`src/rtl/rca32_full_adder.sv`:
```
// One-bit full adder cell used as a link of the ripple-carry chain.
// Ports: a, b, cin (inputs); sum, cout (outputs).
module rca32_full_adder (
    input  logic a,
    input  logic b,
    input  logic cin,
    output logic sum,
    output logic cout
);

    assign sum  = a ^ b ^ cin;
    assign cout = (a & b) | (a & cin) | (b & cin);

endmodule

```
`src/rtl/rca32_adder.sv`:
```
// WIDTH-bit ripple-carry adder with one registered output stage.
// Ports: clk, rst_n (async active-low), a, b, carryInput (inputs);
//        sum, carryOutput (registered outputs, {carryOutput,sum} = a+b+cin).
module rca32_adder #(
    parameter int WIDTH = 32
) (
    input  logic             clk,
    input  logic             rst_n,
    input  logic [WIDTH-1:0] a,
    input  logic [WIDTH-1:0] b,
    input  logic             carryInput,
    output logic [WIDTH-1:0] sum,
    output logic             carryOutput
);

    // carry[i] is the carry into bit i; carry[WIDTH] leaves the MSB
    logic [WIDTH:0]   carry;
    logic [WIDTH-1:0] sum_comb;

    assign carry[0] = carryInput;

    for (genvar i = 0; i < WIDTH; i++) begin : g_chain
        rca32_full_adder u_fa (
            .a    (a[i]),
            .b    (b[i]),
            .cin  (carry[i]),
            .sum  (sum_comb[i]),
            .cout (carry[i+1])
        );
    end

    always_ff @(posedge clk or negedge rst_n) begin
        if (!rst_n) begin
            sum         <= '0;
            carryOutput <= 1'b0;
        end else begin
            sum         <= sum_comb;
            carryOutput <= carry[WIDTH];
        end
    end

endmodule

```
`config.mk`:
```
export PLATFORM = sky130hd
export DESIGN_NAME = rca32_adder
export DESIGN_NICKNAME = d
export VERILOG_FILES = /design/src/rtl/rca32_full_adder.sv /design/src/rtl/rca32_adder.sv
export SDC_FILE = /design/constraint.sdc
export NUM_CORES = 1
export LEC_CHECK = 0
export CAP_MARGIN = 20
export CELL_PAD_IN_SITES_DETAIL_PLACEMENT = 1
export CELL_PAD_IN_SITES_GLOBAL_PLACEMENT = 2
export CORE_MARGIN = 2
export CORE_UTILIZATION = 22
export DETAILED_ROUTE_END_ITERATION = 6
export MAX_ROUTING_LAYER = met4
export PLACE_DENSITY_LB_ADDON = 0.2
export REMOVE_ABC_BUFFERS = 1
export SYNTH_ARGS = -nofsm -noshare
export SYNTH_HDL_FRONTEND = slang
export SYNTH_SLANG_ARGS = --single-unit
```
`constraint.sdc`:
```
create_clock -name clk -period 0.8 [get_ports clk]
set_input_delay 0.08 -clock clk [delete_from_list [all_inputs] [get_ports clk]]
set_output_delay 0.08 -clock clk [all_outputs]
set_load 0.005 [all_outputs]
```
== Word level (Yosys, flattened, before mapping) ==
Cells that the tools add are included.
Cells by class
  bitwise logic cells: 224
Operators with widths (number)
  1-bit AND: 96
  1-bit OR: 64
  1-bit XOR: 64
Storage, ports and cells
  register bits after elaboration: 33
  output and inout bits: 33

== Logic depth before layout (Yosys ltp) ==
Gate-level depths: netlist (run 1).
  word-level depth: 96
  depth in mapped cells: 36

== Modules after synthesis ==
Synthesis (run 1) repeated with hierarchy kept, for this count alone.
Unflattened totals
  cells, all modules: 65
  area total of the unflattened synthesis: 1466.4 um^2
By module, submodules not included
  rca32_adder: cells each 33, times used 1, sequential area each 825.8 um^2, area each 825.8 um^2
  rca32_full_adder: cells each 1, times used 32, sequential area each 0.0 um^2, area each 20.0 um^2

== Least setup slack after synthesis (run 1) ==
OpenSTA, ideal clock, no wires.
  kind: input-to-reg
  start point: input port a[0]
  end point: register sum[31]
  required time: 0.736 ns
  arrival: 12.206 ns
  path slack: -11.470 ns
  library setup time: 0.064 ns
  cell stages on the path: 36
  cell sequence: inv_1 > fa_1 > inv_1 > fa_1 > fa_1 > fa_1 > fa_1 > fa_1 > fa_1 > fa_1 > fa_1 > fa_1 > fa_1 > fa_1 > fa_1 > fa_1 > fa_1 > fa_1 > fa_1 > fa_1 > fa_1 > fa_1 > fa_1 > fa_1 > fa_1 > fa_1 > fa_1 > fa_1 > fa_1 > fa_1 > fa_1 > fa_1 > fa_1 > inv_1 > fa_1 > inv_1
Between the ends
  word-level cells in the longest chain between the ends: 94
RTL lines
  from (decl): RTL line rca32_adder.sv:9  | input logic [WIDTH-1:0] a,
  1-bit AND: RTL line rca32_full_adder.sv:12  | assign cout = (a & b) | (a & cin) | (b & cin);
  1-bit OR (*) (2 in a row): RTL line rca32_full_adder.sv:12
  1-bit AND: RTL line rca32_full_adder.sv:12
  1-bit OR: RTL line rca32_full_adder.sv:12
  1-bit OR (*): RTL line rca32_full_adder.sv:12
  1-bit AND: RTL line rca32_full_adder.sv:12
  1-bit OR: RTL line rca32_full_adder.sv:12
  1-bit OR (*): RTL line rca32_full_adder.sv:12
  (+78 left out)
  1-bit AND: RTL line rca32_full_adder.sv:12
  1-bit OR: RTL line rca32_full_adder.sv:12
  1-bit OR (*): RTL line rca32_full_adder.sv:12
  1-bit AND: RTL line rca32_full_adder.sv:12
  1-bit OR: RTL line rca32_full_adder.sv:12
  1-bit OR (*): RTL line rca32_full_adder.sv:12
  1-bit XOR (*): RTL line rca32_full_adder.sv:11  | assign sum = a ^ b ^ cin;
  named net g_chain[31].u_fa.sum: RTL line rca32_full_adder.sv:7  | output logic sum,
  to (signal assigned): RTL line rca32_adder.sv:37  | sum <= sum_comb;
  to (decl): RTL line rca32_adder.sv:12  | output logic [WIDTH-1:0] sum,
Mark *: on every way through the listed nets, which the timed path passes. The rest lies on a longest branch.

== Final worst setup path (run 1) ==
Same ends and word-level chain as after synthesis.

==> flow_metrics.tcl, run 1 <==
set metrics [dict create \
    ys_ff_latch 33 \
    cp.required_ns 1.03 \
    fmax_ghz 0.0892 \
    drv_slew 0 \
    drive_gt1_share_pct 45.1 \
    hold_class "input pin to flop" \
    die-area_mm2 0.00751 \
    p_leak_nw 1.10 \
    power.share.sequential_pct 43.8 \
    initial_core_util_pct 22.4 \
    p_switching_mw 1.21 \
    crit_path_start_kind "input pin" \
    timing.final.ws_setup_ns -10.42 \
    max_slew_margin_pct 87.8 \
    maxCapViolations 0 \
    crit_fanout 1 \
    htree_levels 2 \
    final_hold_viol_count 0 \
    die_y_um 86.7 \
    drtAntennaViolNets 0 \
    p_comb_share_pct 26.7 \
    syn_inst 75 \
    antenna_found_initial 0 \
    grt_pass1_wl_um 5870 \
    cpMostUsedCell "fa_2" \
    grt_usage_pct 11.1 \
    viasPerCell 3.81 \
    synth.largest_area_cell "dfrtp_1" \
    cts_buffers 5 \
    synth-seq-area-share_pct 54.9 \
    failed_checks "negative setup slack" \
    row_count 30 \
    period_minus_slack_ns 11.22 \
    max_stage_delay_ns 0.42 \
    port_buffers 99 \
    tightest_slew_ns 0.183 \
    clkSinkCount 33 \
    clkPwrFrac_pct 29.5 \
    first_pass_iters 2 \
    critPathSlowestCell "fa_2" \
    yosys-top-cells-area "dfrtp_1 (55%), fa_1 (43%), inv_1 (2.5%)" \
    clk_pin_slew_ns 0.07 \
    routed_wl_um 3690 \
    vias 1006 \
    syn_area_per_cell_um2 20.1 \
    pre_cts_slack_ns -12.46 \
    p_sw_share_pct 25.6 \
    place_inst 255 \
    synth_top_cell_area_share_pct 54.9 \
    p_per_area_mw_per_mm2 1780 \
    die_w_um 86.7 \
    wire_per_inst_um 14.0 \
    fin_nets 282 \
    netlist_area_mm2 0.00150 \
    internal_power_mw 3.51 \
    area.growth.synth_to_final_pct 75.5 \
    setup_viol 65 \
    grt_pass1_vias 1225 \
    rsz0062_at_grt "true" \
    overflow 0 \
    yosysUniqueCellTypes 3 \
    dp_hpwl_um 3030 \
    timing.final.crit_share_pct 1400 \
    cp-end-kind "flop" \
    cts.root.buffer_cell "clkbuf_8" \
    n_antenna_cell 0 \
    cp.arrival_ns 11.44 \
    tritoncts "built" \
    drcViolationCount 0 \
    ys_warn_count 0 \
    ios 100 \
    core_area_mm2 0.00672 \
    finalNonFillerCells 264 \
    irDropWorstVdd_v 0.000519 \
    grt_start_max_net_pins 34 \
    drt-initial-drc-count 20 \
    status "finished, violations left" \
    critPathKind "input pin to flop" \
    gp_congestion 0.744 \
    clockBufferDepth 2 \
]
## cells by family (layout without fill, tap and decap cells)
group | Yosys count | after routing | share of synthesized area, %
DFF | 33 | 33 | 54.9
adders and majority gates | 32 | 32 | 42.6
buffers and inverters | 10 | 119 | 2.50
## through the flow
stage          hold WS [ns]  utilization [%]  cell area (µm²)  TNS (ns)  power (mW)
2_1_floorplan        -0.216                -             1500   -190.51        2.42
3_3_place_gp         0.0485             38.8             2610   -214.77        3.61
3_5_place_dp         0.0526             38.8             2610   -217.07        3.67
4_1_cts               0.167             39.3             2640   -173.87        4.85
5_1_grt               0.184             39.3             2640   -177.22        5.08
6_report              0.180             39.3             2640   -172.13        4.71
## repair_timing
item | in CTS | in global routing
hold buffers | 1 | 0
resized for setup | 184 | 0
pin swaps | 2 | 1
endpoints found under the hold margin | 33 | 0
endpoints found under the setup margin | 66 | 65
buffers inserted | 0 | 0
## per-layer routing
| layer | wire, µm | global-route usage (%) |
|---|---|---|
| met1 | 1200 | 10.7 |
| met2 | 2210 | 20.3 |
| met3 | 194 | 2.76 |
| met4 | 85 | 5.54 |
| met5 | 0 | - |
## power by group through the flow
stage               registers (mW)  logic (mW)  clock network [mW]
floorplan                     2.16       0.261                   0
global placement              2.11        1.50                   0
detailed placement            2.12        1.55                   0
CTS                           2.07        1.30                1.47
global route                  2.10        1.43                1.55
finish                        2.06        1.26                1.39
## cells in the mapped netlist
cell and number:
fa_1 32, inv_1 10, dfrtp_1 33
## cell usage in the layout (no fill, tap or decap)
master / n
dlygate4sd2_1: 2
buf_6: 3
dfrtp_1: 33
inv_2: 4
clkdlybuf4s50_1: 60
buf_12: 1
inv_4: 1
fa_2: 32
dlygate4sd3_1: 1
clkinv_2: 1
inv_1: 5
buf_2: 34
clkbuf_8: 7
## state kept, by name, summed over array words and instances (netlist names)
| name | flops |
|---|---|
| sum | 32 |
| carryOutput | 1 |
## final timing paths
kind                             from                end  slack, ns  depth (start not counted)
max in group asynchronous       rst_n   sum[4]$_DFF_PN0_       0.34                          3
min                        carryInput   sum[0]$_DFF_PN0_       0.18                          4
max                              a[0]  sum[31]$_DFF_PN0_     -10.42                         37
min in group asynchronous       rst_n  sum[13]$_DFF_PN0_       0.29                          3
## worst max-delay path, delay by kind of cell
family / cells / cell delay [ns]
adder cells (fa/ha/maj): 32 / 11.04
buffers and inverters: 5 / 0.28
## cell type report
class | instances | area, µm²
well taps | 80 | 100
flip-flops and latches | 33 | 826
fillers | 703 | 4080
clock inverters | 1 | 5.00
multi-input cells | 32 | 721
repair buffers | 101 | 852
clock buffers | 7 | 96.3
inverters | 10 | 40.0
Note: power is estimated with default switching activity, not from simulation.
==> run 2, diff against run 1 <==
Settings changed: CAP_MARGIN 20 to 30, CTS_CLUSTER_DIAMETER set to 200.
==> results of run 2 <==
Same layout as run 1: the final DEF is identical, and so are final timing and power.
==> run 3, diff against run 2 <==
Settings changed: CORE_UTILIZATION 22 to 21, CTS_BUF_LIST set to sky130_fd_sc_hd__clkbuf_4 sky130_fd_sc_hd__clkbuf_8.
Clock period 0.8 ns to 9.93 ns, I/O delays scaled along.
==> run 3 against run 2 <==
  * The flow still finishes with violations (negative setup slack)
  * First-iteration DRC count decreased by 60%
  * Die area increased by 4.5%
  * Non-clock buffer count fell by 2
  * Wire length fell by 4.6%
  * Critical path type unchanged
  * Critical endpoint unchanged
==> flow_metrics.tcl, run 3 (synthesis gave the netlist of run 1 again) <==
set metrics [dict create \
    viasPerCell 3.53 \
    grt_start_max_net_pins 34 \
    drt-initial-drc-count 8 \
    period_minus_slack_ns 12.09 \
    irDropWorstVdd_v 0.0000412 \
    maxCapViolations 0 \
    rsz0062_at_grt "true" \
    cts_buffers 5 \
    dp_hpwl_um 3070 \
    cpMostUsedCell "fa_2" \
    final_hold_viol_count 0 \
    antenna_found_initial 0 \
    largestRegisters "sum: 32 flops, carryOutput: 1 flops" \
    die_w_um 88.6 \
    drv_slew 0 \
    drtAntennaViolNets 0 \
    max_slew_margin_pct 52.3 \
    final_area_mm2 0.00279 \
    cp-end-kind "flop" \
    die-area_mm2 0.00785 \
    crit_fanout 1 \
    wire_per_inst_um 12.7 \
    first_pass_iters 2 \
    largest_register_ffs 32 \
    clkSinkCount 33 \
    timing.final.ws_setup_ns -2.16 \
    drcViolationCount 0 \
    gp_congestion 0.776 \
    initial_core_util_pct 21.9 \
    row_count 30 \
    n_antenna_cell 0 \
    failed_checks "negative setup slack" \
    cts_setup_buffers 0 \
    overflow 0 \
    clk_pin_slew_ns 0.06 \
    clockBufferDepth 2 \
    crit_path_start_kind "input pin" \
    timing.final.crit_share_pct 122 \
    port_buffers 99 \
    hold_class "input pin to async pin" \
    critPathSlowestCell "fa_2" \
    cp.arrival_ns 12.31 \
    ios 100 \
    core_area_mm2 0.00687 \
    drive_gt1_share_pct 27.6 \
    cp.required_ns 10.15 \
    fmax_ghz 0.0827 \
    setup_viol 8 \
    max_stage_delay_ns 0.42 \
    critPathKind "input pin to flop" \
    fin_nets 280 \
    routed_wl_um 3520 \
    p_per_area_mw_per_mm2 141 \
    utilization_pct 40.6 \
    vias 978 \
    grt_pass1_vias 1211 \
    grt_pass1_wl_um 5780 \
    cts.root.buffer_cell "clkbuf_8" \
    p_leak_nw 1.08 \
    die_y_um 88.6 \
    tightest_slew_ns 0.716 \
    status "finished, violations left" \
    tritoncts "built" \
    htree_levels 2 \
    grt_usage_pct 10.6 \
    area.growth.synth_to_final_pct 85.3 \
    top_register "sum" \
    finalPower_mw 0.394 \
    dpl_cell_area_mm2 0.00261 \
    layout_commonest_cell "clkdlybuf4s50_1" \
    mostFrequentLayoutCells "clkdlybuf4s50_1 (93), dfrtp_1 (33), fa_2 (32)" \
]
-- run 3: cell count changes in the layout (fill, tap and decap cells not counted), sizes merged --
cell / delta
buf: -34
clkdlybuf4s50: +33
clkinv: -1
dlygate4sd3: -1
-- run 3: path summary, 6_finish.rpt --
path / to / startpoint / slack [ns]
min in group clk: sum[0]$_DFF_PN0_ / carryInput / 1.10
max in group asynchronous: carryOutput$_DFF_PN0_ / rst_n / 8.70
setup / recovery: sum[31]$_DFF_PN0_ / a[0] / -2.16
hold / removal: sum[14]$_DFF_PN0_ / rst_n / 0.76
-- run 3: area by class of cell --
cell class	instances	area, µm²
Clock buffer	7	90.1
Fill cell	720	4080
Inverter	10	42.5
Timing Repair Buffer	99	987
Multi-Input combinational cell	32	721
Sequential cell	33	826
Tap cell	96	120
-- run 3: layer usage --
| metal | track usage, % | vias to the layer above | share of wire (%) |
|---|---|---|---|
| met5 | - | - | 0 |
| met4 | 4.55 | 0 | 2.0 |
| met3 | 2.99 | 6 | 6.5 |
| met2 | 19.5 | 50 | 61 |
| met1 | 10.3 | 497 | 30 |
| li1 | - | 425 | - |
-- run 3: through the flow --
stage	TNS (ns)	hold WS (ns)	cells	setup WS [ns]
final	-9.75	0.764	277	-2.16
after global routing	-11.84	0.818	277	-2.45
after CTS	-10.42	0.790	277	-2.25
after detailed placement	-28.56	1.10	270	-4.22
after global placement	-27.14	1.09	270	-4.08
after floorplan	-18.65	0.697	75	-3.25
-- run 3: where the power goes --
part / total, mW / leakage (nW) / switching [mW] / internal [mW]
combinational: 0.126 / 0.650 / 0.0412 / 0.0845
sequential: 0.168 / 0.385 / 0.00700 / 0.161
clock: 0.101 / 0.0477 / 0.0433 / 0.0576
total: 0.394 / 1.08 / 0.0915 / 0.303
-- run 3: what timing repair did --
action / 4_1_cts / 5_1_grt
pin swaps: 2 / 2
gates cloned: 0 / 0
endpoints found under the setup margin: 11 / 9
gates resized for setup: 53 / 3
hold buffers: 0 / 0
-- run 3: critical path: cells and delay by family --
kind / cells / cell delay [ns]
buffers and inverters: 5 / 0.28
adder cells (fa/ha/maj): 32 / 11.03
